`src/rtl/pattern_random_pkg.sv`:
```
// ---------------------------------------------------------------------------
// pattern_random_pkg
// Shared constants and types for the random MAX7219 pattern generator:
//   - LFSR width, Galois tap mask and reset seed
//   - FSM state enum (IDLE / FILL)
//   - MAX7219 command-word field widths and a word-builder helper
// No ports (package).
// ---------------------------------------------------------------------------
package pattern_random_pkg;

  localparam int LFSR_W     = 32;
  // x^32 + x^22 + x^2 + x + 1, right-shifting Galois form.
  localparam logic [LFSR_W-1:0] LFSR_TAPS = 32'h8020_0003;
  localparam logic [LFSR_W-1:0] LFSR_SEED = 32'hACE1_2468;

  localparam int ADDR_W     = 4;
  localparam int DATA_W     = 8;
  localparam int CMD_W      = 16;
  localparam int NUM_DIGITS = 8;

  typedef enum logic {
    IDLE = 1'b0,
    FILL = 1'b1
  } state_t;

  // One single-bit Galois shift: the bit shifted out selects the tap XOR.
  function automatic logic [LFSR_W-1:0] lfsr_shift1(input logic [LFSR_W-1:0] s);
    return s[0] ? ((s >> 1) ^ LFSR_TAPS) : (s >> 1);
  endfunction

  // MAX7219 digit-register command: digit index d addresses register d+1.
  function automatic logic [CMD_W-1:0] digit_cmd(input int unsigned digit,
                                                 input logic [DATA_W-1:0] data);
    return {4'h0, ADDR_W'(digit + 1), data};
  endfunction

endpackage

```
`src/rtl/pattern_random_lfsr_byte_step.sv`:
```
// ---------------------------------------------------------------------------
// lfsr_byte_step
// Purely combinational advance of the 32-bit Galois LFSR by eight single-bit
// shifts, so a full fresh byte is available every clock.
// Ports:
//   cur_state  [31:0] in   current LFSR state
//   next_state [31:0] out  state after eight shifts (low byte = new random byte)
// ---------------------------------------------------------------------------
module lfsr_byte_step
  import pattern_random_pkg::*;
(
  input  logic [LFSR_W-1:0] cur_state,
  output logic [LFSR_W-1:0] next_state
);

  always_comb begin
    // NOTE: blocking '=' here so each unrolled shift sees the previous one's
    // result within the same evaluation; clocked state elsewhere uses '<='.
    next_state = cur_state;
    for (int i = 0; i < 8; i++) begin
      next_state = lfsr_shift1(next_state);
    end
  end

endmodule

```
`src/rtl/pattern_random.sv`:
```
// ---------------------------------------------------------------------------
// pattern_random
// Once per CLK_FREQ_HZ cycles, refills a frame buffer of 8*ROWS*COLUMNS bytes
// with pseudo-random data, one byte per clock, and presents every byte as a
// MAX7219 digit-register command word.
// Parameters:
//   DISP_ROWS, DISP_COLUMNS  display matrix of MAX7219 devices (>=1 each)
//   CLK_FREQ_HZ              clock cycles between refresh ticks (>=1)
// Ports:
//   i_Clk                 in   design clock, rising edge
//   i_Rst                 in   asynchronous reset, active low
//   o_MAX7219_DataStream  out  [digit][row][column] command words
//                              {4'h0, digit+1, frame byte}
// ---------------------------------------------------------------------------
module pattern_random
  import pattern_random_pkg::*;
#(
  parameter int DISP_ROWS    = 1,
  parameter int DISP_COLUMNS = 1,
  parameter int CLK_FREQ_HZ  = 100_000_000
) (
  input  logic i_Clk,
  input  logic i_Rst,
  output logic [0:7][DISP_ROWS-1:0][DISP_COLUMNS-1:0][15:0] o_MAX7219_DataStream
);

  localparam int CNT_W = (CLK_FREQ_HZ > 1)  ? $clog2(CLK_FREQ_HZ)  : 1;
  localparam int ROW_W = (DISP_ROWS > 1)    ? $clog2(DISP_ROWS)    : 1;
  localparam int COL_W = (DISP_COLUMNS > 1) ? $clog2(DISP_COLUMNS) : 1;
  localparam int DIG_W = $clog2(NUM_DIGITS);

  logic [CNT_W-1:0]  tick_cnt_q;
  logic              tick;

  state_t            state_q, state_d;
  logic              fill_en;

  // Slot index k kept in its (digit, row, column) decomposition, so the
  // column is the fastest-moving field and no divider is needed.
  logic [DIG_W-1:0]  dig_idx_q;
  logic [ROW_W-1:0]  row_idx_q;
  logic [COL_W-1:0]  col_idx_q;
  logic              col_last, row_last, last_slot;

  logic [LFSR_W-1:0] lfsr_q, lfsr_next;

  logic [DATA_W-1:0] frame_q [NUM_DIGITS][DISP_ROWS][DISP_COLUMNS];

  // -------------------------------------------------------------------------
  // Free-running tick counter, independent of the FSM.
  // -------------------------------------------------------------------------
  assign tick = (tick_cnt_q == CNT_W'(CLK_FREQ_HZ - 1));

  always_ff @(posedge i_Clk or negedge i_Rst) begin
    if (!i_Rst) begin
      tick_cnt_q <= '0;
    end else if (tick) begin
      tick_cnt_q <= '0;
    end else begin
      tick_cnt_q <= tick_cnt_q + 1'b1;
    end
  end

  // -------------------------------------------------------------------------
  // FSM: state register / next-state / outputs.
  // -------------------------------------------------------------------------
  assign col_last  = (col_idx_q == COL_W'(DISP_COLUMNS - 1));
  assign row_last  = (row_idx_q == ROW_W'(DISP_ROWS - 1));
  assign last_slot = col_last && row_last && (dig_idx_q == DIG_W'(NUM_DIGITS - 1));

  always_ff @(posedge i_Clk or negedge i_Rst) begin
    if (!i_Rst) begin
      state_q <= IDLE;
    end else begin
      state_q <= state_d;
    end
  end

  always_comb begin
    // NOTE: default first so every path assigns state_d and no latch is inferred.
    state_d = state_q;
    unique case (state_q)
      IDLE: if (tick)      state_d = FILL;
      FILL: if (last_slot) state_d = IDLE;  // ticks during FILL are dropped
      default:             state_d = IDLE;
    endcase
  end

  always_comb begin
    fill_en = (state_q == FILL);
  end

  // -------------------------------------------------------------------------
  // Slot walker: column, then row, then digit. The final increment wraps all
  // three fields back to zero, leaving the walker ready for the next frame.
  // -------------------------------------------------------------------------
  always_ff @(posedge i_Clk or negedge i_Rst) begin
    if (!i_Rst) begin
      dig_idx_q <= '0;
      row_idx_q <= '0;
      col_idx_q <= '0;
    end else if (fill_en) begin
      if (col_last) begin
        col_idx_q <= '0;
        if (row_last) begin
          row_idx_q <= '0;
          dig_idx_q <= dig_idx_q + 1'b1;
        end else begin
          row_idx_q <= row_idx_q + 1'b1;
        end
      end else begin
        col_idx_q <= col_idx_q + 1'b1;
      end
    end
  end

  // -------------------------------------------------------------------------
  // Random source: holds in IDLE so the byte sequence is fully deterministic.
  // -------------------------------------------------------------------------
  lfsr_byte_step u_lfsr_byte_step (
    .cur_state  (lfsr_q),
    .next_state (lfsr_next)
  );

  always_ff @(posedge i_Clk or negedge i_Rst) begin
    if (!i_Rst) begin
      lfsr_q <= LFSR_SEED;
    end else if (fill_en) begin
      lfsr_q <= lfsr_next;
    end
  end

  // -------------------------------------------------------------------------
  // Frame buffer: the current slot takes the fresh byte; all other slots keep
  // their previous-frame value, so the picture updates progressively.
  // -------------------------------------------------------------------------
  always_ff @(posedge i_Clk or negedge i_Rst) begin
    if (!i_Rst) begin
      // NOTE: this storage is reset because the display must show blank
      // digits straight out of reset; it therefore maps to flops, not RAM.
      for (int d = 0; d < NUM_DIGITS; d++) begin
        for (int r = 0; r < DISP_ROWS; r++) begin
          for (int c = 0; c < DISP_COLUMNS; c++) begin
            frame_q[d][r][c] <= '0;
          end
        end
      end
    end else if (fill_en) begin
      for (int d = 0; d < NUM_DIGITS; d++) begin
        for (int r = 0; r < DISP_ROWS; r++) begin
          for (int c = 0; c < DISP_COLUMNS; c++) begin
            if (dig_idx_q == DIG_W'(d) && row_idx_q == ROW_W'(r) && col_idx_q == COL_W'(c)) begin
              frame_q[d][r][c] <= lfsr_next[DATA_W-1:0];
            end
          end
        end
      end
    end
  end

  // -------------------------------------------------------------------------
  // Output words: constant address/header nibbles around registered bytes.
  // -------------------------------------------------------------------------
  for (genvar d = 0; d < NUM_DIGITS; d++) begin : g_digit
    for (genvar r = 0; r < DISP_ROWS; r++) begin : g_row
      for (genvar c = 0; c < DISP_COLUMNS; c++) begin : g_col
        assign o_MAX7219_DataStream[d][r][c] = digit_cmd(d, frame_q[d][r][c]);
      end
    end
  end

endmodule

```
`config.mk`:
```
export PLATFORM = sky130hd
export DESIGN_NAME = pattern_random
export DESIGN_NICKNAME = d
export VERILOG_FILES = /design/src/rtl/pattern_random_pkg.sv /design/src/rtl/pattern_random_lfsr_byte_step.sv /design/src/rtl/pattern_random.sv
export SDC_FILE = /design/constraint.sdc
export NUM_CORES = 1
export LEC_CHECK = 0
export CELL_PAD_IN_SITES_DETAIL_PLACEMENT = 1
export CELL_PAD_IN_SITES_GLOBAL_PLACEMENT = 1
export CORE_MARGIN = 2
export CORE_UTILIZATION = 43
export CTS_BUF_LIST = sky130_fd_sc_hd__clkbuf_16
export CTS_CLUSTER_DIAMETER = 200
export DETAILED_ROUTE_END_ITERATION = 16
export PLACE_DENSITY = 0.87
export SETUP_SLACK_MARGIN = 0.2
export SLEW_MARGIN = 10
export SYNTH_ARGS = -nofsm -noshare
export SYNTH_HDL_FRONTEND = slang
export SYNTH_SLANG_ARGS = --single-unit
```
`constraint.sdc`:
```
create_clock -name i_Clk -period 4.85 [get_ports i_Clk]
set_input_delay 1.455 -clock i_Clk [delete_from_list [all_inputs] [get_ports i_Clk]]
set_output_delay 1.455 -clock i_Clk [all_outputs]
set_load 0.1 [all_outputs]
```
==> impl_metrics.csv, run 1 <==
group,metric,value,unit
floorplan,dieArea,14820,um^2
setup_path,cp_top_family,"buffers and inverters",
cts,ctsResizeCount,0,
placement,dpl.cell_count,721,
cells_and_area,syn_to_final_growth,19.61,%
global_route,antenna_found_initial,0,
synthesis,synthDistinctLibCells,52,
cts,cts_tree,"yes",
floorplan,fp-row-count,43,
detailed_routing,vias,3750,
floorplan,die_height,121.7,um
setup_path,cpMaxStageDelayCell,"clkdlybuf4s50_1",
cts,root_buffer,"clkbuf_16",
cts,cts_setup_buffers,0,
detailed_routing,ant_nets,0,
cells_and_area,nFillCells,1444,
timing,slew-limit-headroom,0.2128,
timing,finalHoldViolations,0,
floorplan,die_w,121.7,um
timing,slew_viol_final,0,
synthesis,postSynthCellCount,495,
min_path,hold_path.class,"reg -> reg",
cells_and_area,drive_gt1_frac,0.2269,
detailed_routing,drc,0,
cts,cts_hold_buffers,0,
cells_and_area,fin_util,0.5197,
cells_and_area,layout.area.seq,3194,um^2
detailed_routing,viasPerCell,4.980,
global_route,grt_pass1_wl,23.07,mm
placement,gp_congestion,0.7857,
power,max-vdd-ir-drop,235.4,uV
placement,dp_hpwl,9.502,mm
cells_and_area,diodes,0,
cells_and_area,multi_input_area,2389,um^2
detailed_routing,routed_wl,14.69,mm
floorplan,initial_core_util,0.4345,
floorplan,core_area,13720,um^2
timing,tns,0,ps
placement,io_buffers,65,
synthesis,synth_flop_cell,"dfrtp_1",
cts,htree_num_levels,4,
job,drv_cap,0,
timing,worstMarginPinSlew,1174,ps
synthesis,avgSynthCellArea,12.04,um^2
cts,insertion_delay,430,ps
synthesis,yosysSeqAreaShare,0.5359,
setup_path,critPathMaxStageDelay,1180,ps
synthesis,synth-edff-count,0,
timing,min_period,3440,ps
setup_path,path_class,"reg -> out",
power,power_density,362.5,nW/um^2
setup_path,critPathArrivalTime,1980,ps
synthesis,syn_area,5961,um^2
cts,cts_inserted_buffers,17,
detailed_routing,dr.pass1.iters,4,
synthesis,async_flop_share,1.000,
timing,finalSetupViolCount,0,
cells_and_area,final_cells,753,
global_route,grt_overflow,0,
setup_path,path_cells,"clkdlybuf4s50_1",
synthesis,synth.yosys.warnings,0,
cells_and_area,nNetsFinal,569,
cts,cts_sinks,127,
setup_path,crit_buf_inv,1,
cts,clkTransAtPathRegs,60,ps
setup_path,critPathMaxFanout,2,
floorplan,pin_count,130,
power,p_total,2.584,mW
global_route,grt_max_degree,97,
detailed_routing,routedWlPerCell,19.51,um
setup_path,start_kind,"flip-flop",
timing,max_freq,290.7,MHz
detailed_routing,drtIter0Drc,233,
global_route,grtUsageTotal,0.2097,
global_route,grt_pass1_vias,4178,
status,status,"finished, final reports clean",
timing,rsz0062_at_grt,"false",
timing,skew,14.29,ps
setup_path,cp.required,3390,ps
synthesis,ys_ff_latch,127,
setup_path,worstSetupEndpointType,"primary output",
timing,finalCritPeriodShare,0.7092,
cts,clk_path_buf_depth,2,
power,p_leak,3.284,nW
-- cell families (layout without fill, tap and decap cells) --
| kind of cell | after synthesis | after routing | synth area share |
|---|---|---|---|
| buffers and inverters | 96 | 112 | 0.1024 |
| DFF | 127 | 127 | 0.5359 |
| AOI/OAI and AO/OA | 53 | 53 | 0.05248 |
| and+or+nand+nor | 104 | 104 | 0.09173 |
| adders and majority gates | 7 | 7 | 0.01469 |
| xor gates and xnor gates | 34 | 34 | 0.06570 |
| other | 2 | 64 | 0.001260 |
| muxes | 72 | 72 | 0.1358 |
-- synthesized netlist by cell type (3+ instances only) --
cell type | count | area [um^2]
a21oi_1 | 17 | 85.08
a21oi_2 | 3 | 26.28
and4_1 | 3 | 26.28
buf_1 | 6 | 22.52
buf_4 | 64 | 480.5
clkbuf_1 | 10 | 37.54
dfrtp_1 | 114 | 2853
dfstp_2 | 13 | 341.6
ha_1 | 7 | 87.58
inv_1 | 13 | 48.80
mux2_2 | 67 | 754.5
mux2i_1 | 4 | 40.04
nand2_1 | 36 | 135.1
nand3_1 | 13 | 65.06
nor2_1 | 18 | 67.56
nor3_1 | 5 | 25.02
nor4_1 | 4 | 25.02
o21ai_0 | 5 | 25.02
o21ai_1 | 16 | 80.08
o31ai_1 | 7 | 52.55
or3_1 | 3 | 18.77
or4_1 | 3 | 22.52
or4_4 | 4 | 45.04
xnor2_1 | 13 | 113.9
xor2_1 | 14 | 122.6
-- layer usage --
layer / global-route usage / vias to the layer above / share of wire
li1: - / 1692 / -
met1: 0.2394 / 1937 / 0.39
met2: 0.3701 / 92 / 0.54
met3: 0.05899 / 29 / 0.040
met4: 0.08621 / 0 / 0.026
met5: 0 / - / 0
-- final timing paths --
path,start,endpoint,slack [ps],cells past startpoint
worst max-delay path,o_MAX7219_DataStream[34],o_MAX7219_DataStream[34],1410,1
worst min-delay path,tick_cnt_q[0],tick_cnt_q[0],480,1
worst max register to register,tick_cnt_q[0],fill_en,2280,5
worst min register to register,tick_cnt_q[0],tick_cnt_q[0],480,1
max in group asynchronous,i_Rst,lfsr_q[6],3020,2
min in group asynchronous,i_Rst,tick_cnt_q[21],970,1
-- cell usage in the layout (no fill, tap or decap), types with 15 or more instances in the layout --
| master | instances |
|---|---|
| clkbuf_16 | 17 |
| nor2_1 | 18 |
| conb_1 | 64 |
| clkdlybuf4s50_1 | 64 |
| dfrtp_1 | 114 |
| o21ai_1 | 16 |
| inv_1 | 15 |
| nand2_1 | 36 |
| a21oi_1 | 17 |
| mux2_2 | 67 |
-- through the flow --
stage	hold slack, ps	setup WS, ps	cell area (um^2)
after detailed placement	471.8	1873	6533
after global routing	521.2	1366	7129
final	482.0	1410	7129
after floorplan	440.2	2498	6193
after global placement	456.5	1896	6533
after CTS	483.0	1380	7129
-- state kept, by name, summed over array words and instances (netlist names) --
name / flops
o_MAX7219_DataStream: 64
lfsr_q: 32
tick_cnt_q: 27
dig_idx_q: 3
fill_en: 1
-- report_power, final --
group          leakage, nW  internal (mW)  switching, mW
Combinational         1.28        0.00218          0.236
Clock                0.296          0.805          0.481
Sequential            1.71           1.06              0
-- layout make-up --
type	count	share of cell area
well taps	180	0.03159
repair buffers	67	0.09477
clock inverters	15	0.02404
inverters	13	0.006845
clock buffers	17	0.05967
flip-flops and latches	127	0.4481
multi-input cells	334	0.3350
Power figures use the tool's default switching activity.
==> run 2: changes to the inputs <==
Settings changed: CORE_UTILIZATION 43 to 36, PLACE_DENSITY 0.87 to 0.78.
Clock period 4.85 ns to 3.1 ns, I/O delays scaled along.
==> run 2 against run 1 <==
Highest routed layer unchanged. Design area shrank 1.7%. Total power grew 52%. Wire length shrank 7.2%. Critical path depth grew 3. Largest power group unchanged. Register-to-register slack lost 1400 ps. Die area grew 19%. Clock power grew 47%. Clock skew shrank 4.3 ps. Critical path type is now reg -> reg. First-iteration DRC count shrank 28%.
==> impl_metrics.csv, run 2 (synthesis gave the netlist of run 1 again) <==
group,metric,value,unit
setup_path,path_class,"reg -> reg",
cts,htree_num_levels,4,
cells_and_area,layout.area.seq,3194,um^2
timing,max_freq,460.4,MHz
detailed_routing,drtIter0Drc,168,
cts,root_buffer,"clkbuf_16",
power,power_frac_comb,0.096,
floorplan,core_area,16410,um^2
cts,cts_sinks,127,
global_route,antenna_found_initial,0,
min_path,hold_path.class,"reg -> reg",
placement,io_buffers,65,
timing,min_period,2172,ps
detailed_routing,drc,0,
timing,tns,0,ps
detailed_routing,ant_nets,0,
placement,gp_congestion,0.7927,
detailed_routing,vias,3777,
power,pwr-share-seq,0.423,
timing,finalSetupViolCount,0,
floorplan,pin_count,130,
cts,ctsResizeCount,0,
placement,dp_hpwl,9.521,mm
setup_path,r2r_slack,930,ps
power,p_sw_frac,0.2924,
setup_path,critPathMaxFanout,9,
timing,finalHoldViolations,0,
detailed_routing,routed_wl,13.64,mm
min_path,holdPathStages,2,
setup_path,critPathArrivalTime,2500,ps
cts,clk_path_buf_depth,2,
timing,worstMarginPinSlew,528.9,ps
global_route,grt_overflow,0,
floorplan,die_height,132.7,um
setup_path,start_kind,"flip-flop",
detailed_routing,dr.pass1.iters,4,
floorplan,fp-row-count,47,
setup_path,worstSetupEndpointType,"flip-flop",
timing,rsz0062_at_grt,"false",
setup_path,cp.required,3430,ps
global_route,grt_max_degree,79,
job,drv_cap,0,
floorplan,die_w,132.7,um
cts,cts_inserted_buffers,17,
setup_path,reg2reg_to,"o_MAX7219_DataStream[113]",
power,p_leak,3.405,nW
cells_and_area,diodes,0,
power,p_sw,1.147,mW
setup_path,rr_startpoint,"lfsr_q[0]",
power,internal-power,2.774,mW
cts,cts_setup_buffers,0,
timing,finalCritPeriodShare,0.7006,
placement,place_ws,898.2,ps
timing,setup_ws,928.1,ps
cts,cts_hold_buffers,0,
timing,slew-limit-headroom,0.6457,
cells_and_area,multi_input_area,2389,um^2
power,max-vdd-ir-drop,397.7,uV
floorplan,initial_core_util,0.3633,
global_route,grtUsageTotal,0.1634,
detailed_routing,viasPerCell,4.751,
cells_and_area,nFillCells,1769,
min_path,min_from,"o_MAX7219_DataStream[80]",
global_route,grt_pass1_wl,22.28,mm
cells_and_area,mostFrequentLayoutCells,"114 x dfrtp_1, 67 x mux2_2, 67 x buf_4",
cts,insertion_delay,420,ps
cells_and_area,layout_commonest_cell,"dfrtp_1",
cts,clkTransAtPathRegs,60,ps
timing,slew_viol_final,0,
cells_and_area,drive_gt1_frac,0.3426,
floorplan,dieArea,17600,um^2
status,status,"finished, final reports clean",
timing,skew,9.952,ps
setup_path,rr_worst_depth,4,
detailed_routing,routedWlPerCell,17.16,um
power,p_clk_frac,0.481,
cells_and_area,nNetsFinal,571,
cts,cts_tree,"yes",
min_path,whs_endpoint,"o_MAX7219_DataStream[80]",
power,power_density,559.3,nW/um^2
global_route,grt_pass1_vias,4152,
cells_and_area,largest_reg_flops,64,
cells_and_area,syn_to_final_growth,17.61,%
## run 2: cell types whose count changed in the layout (fill, tap and decap cells not counted)
cell / before / now
inv_6: 2 / 3
clkinvlp_4: 2 / 3
buf_12: 1 / 2
clkdlybuf4s50_1: 64 / 0
inv_1: 15 / 13
inv_8: 0 / 1
buf_4: 2 / 67
bufinv_16: 3 / 1
clkinv_1: 0 / 1
## run 2: per-layer routing
metal  vias up  share of wire  track usage
met1      1969           0.43       0.1949
met3        13          0.036      0.04789
met4         0          0.011      0.05496
li1       1715              -            -
met5         -              0            0
met2        80           0.53       0.2827
## run 2: area by class of cell
class	count	share of cell area
clock buffers	17	0.06068
repair buffers	69	0.07746
multi-input cells	334	0.3407
well taps	220	0.03926
clock inverters	15	0.01928
inverters	13	0.006961
flip-flops and latches	127	0.4556
## run 2: stage by stage
stage	cell area [um^2]	utilization	hold slack, ps	instances	total power, mW
2_1_floorplan	6193	-	440.2	557	2.087
3_3_place_gp	6450	0.3931	455.7	763	2.062
3_5_place_dp	6450	0.3931	476.7	763	2.064
4_1_cts	7010	0.4273	490.5	795	3.957
5_1_grt	7010	0.4273	513.8	795	4.053
6_report	7010	0.4273	484.6	795	3.921
## run 2: critical path, stage by stage, from the launching register on
cell     delay [ps]
dfrtp_1         480
xnor3_2         560
xnor2_4         310
xor3_2          530
o21ai_1         200
## run 2: worst max path at each step
stage / from / endpoint / slack [ps] / cells past startpoint
6_report: lfsr_q[0] / o_MAX7219_DataStream[113] / 930 / 4
5_1_grt: lfsr_q[1] / o_MAX7219_DataStream[96] / 770 / 4
4_1_cts: lfsr_q[1] / o_MAX7219_DataStream[64] / 880 / 4
3_5_place_dp: lfsr_q[1] / o_MAX7219_DataStream[96] / 900 / 4
3_3_place_gp: lfsr_q[1] / lfsr_q[0] / 1020 / 4
2_1_floorplan: tick_cnt_q[0] / tick_cnt_q[18] / 1240 / 6
## run 2: power by group through the flow
stage / logic [mW] / clock network, mW / registers [mW]
detailed placement: 0.375 / 0 / 1.69
floorplan: 0.398 / 0 / 1.69
CTS: 0.375 / 1.92 / 1.66
finish: 0.375 / 1.89 / 1.66
global route: 0.386 / 2.01 / 1.66
global placement: 0.374 / 0 / 1.69
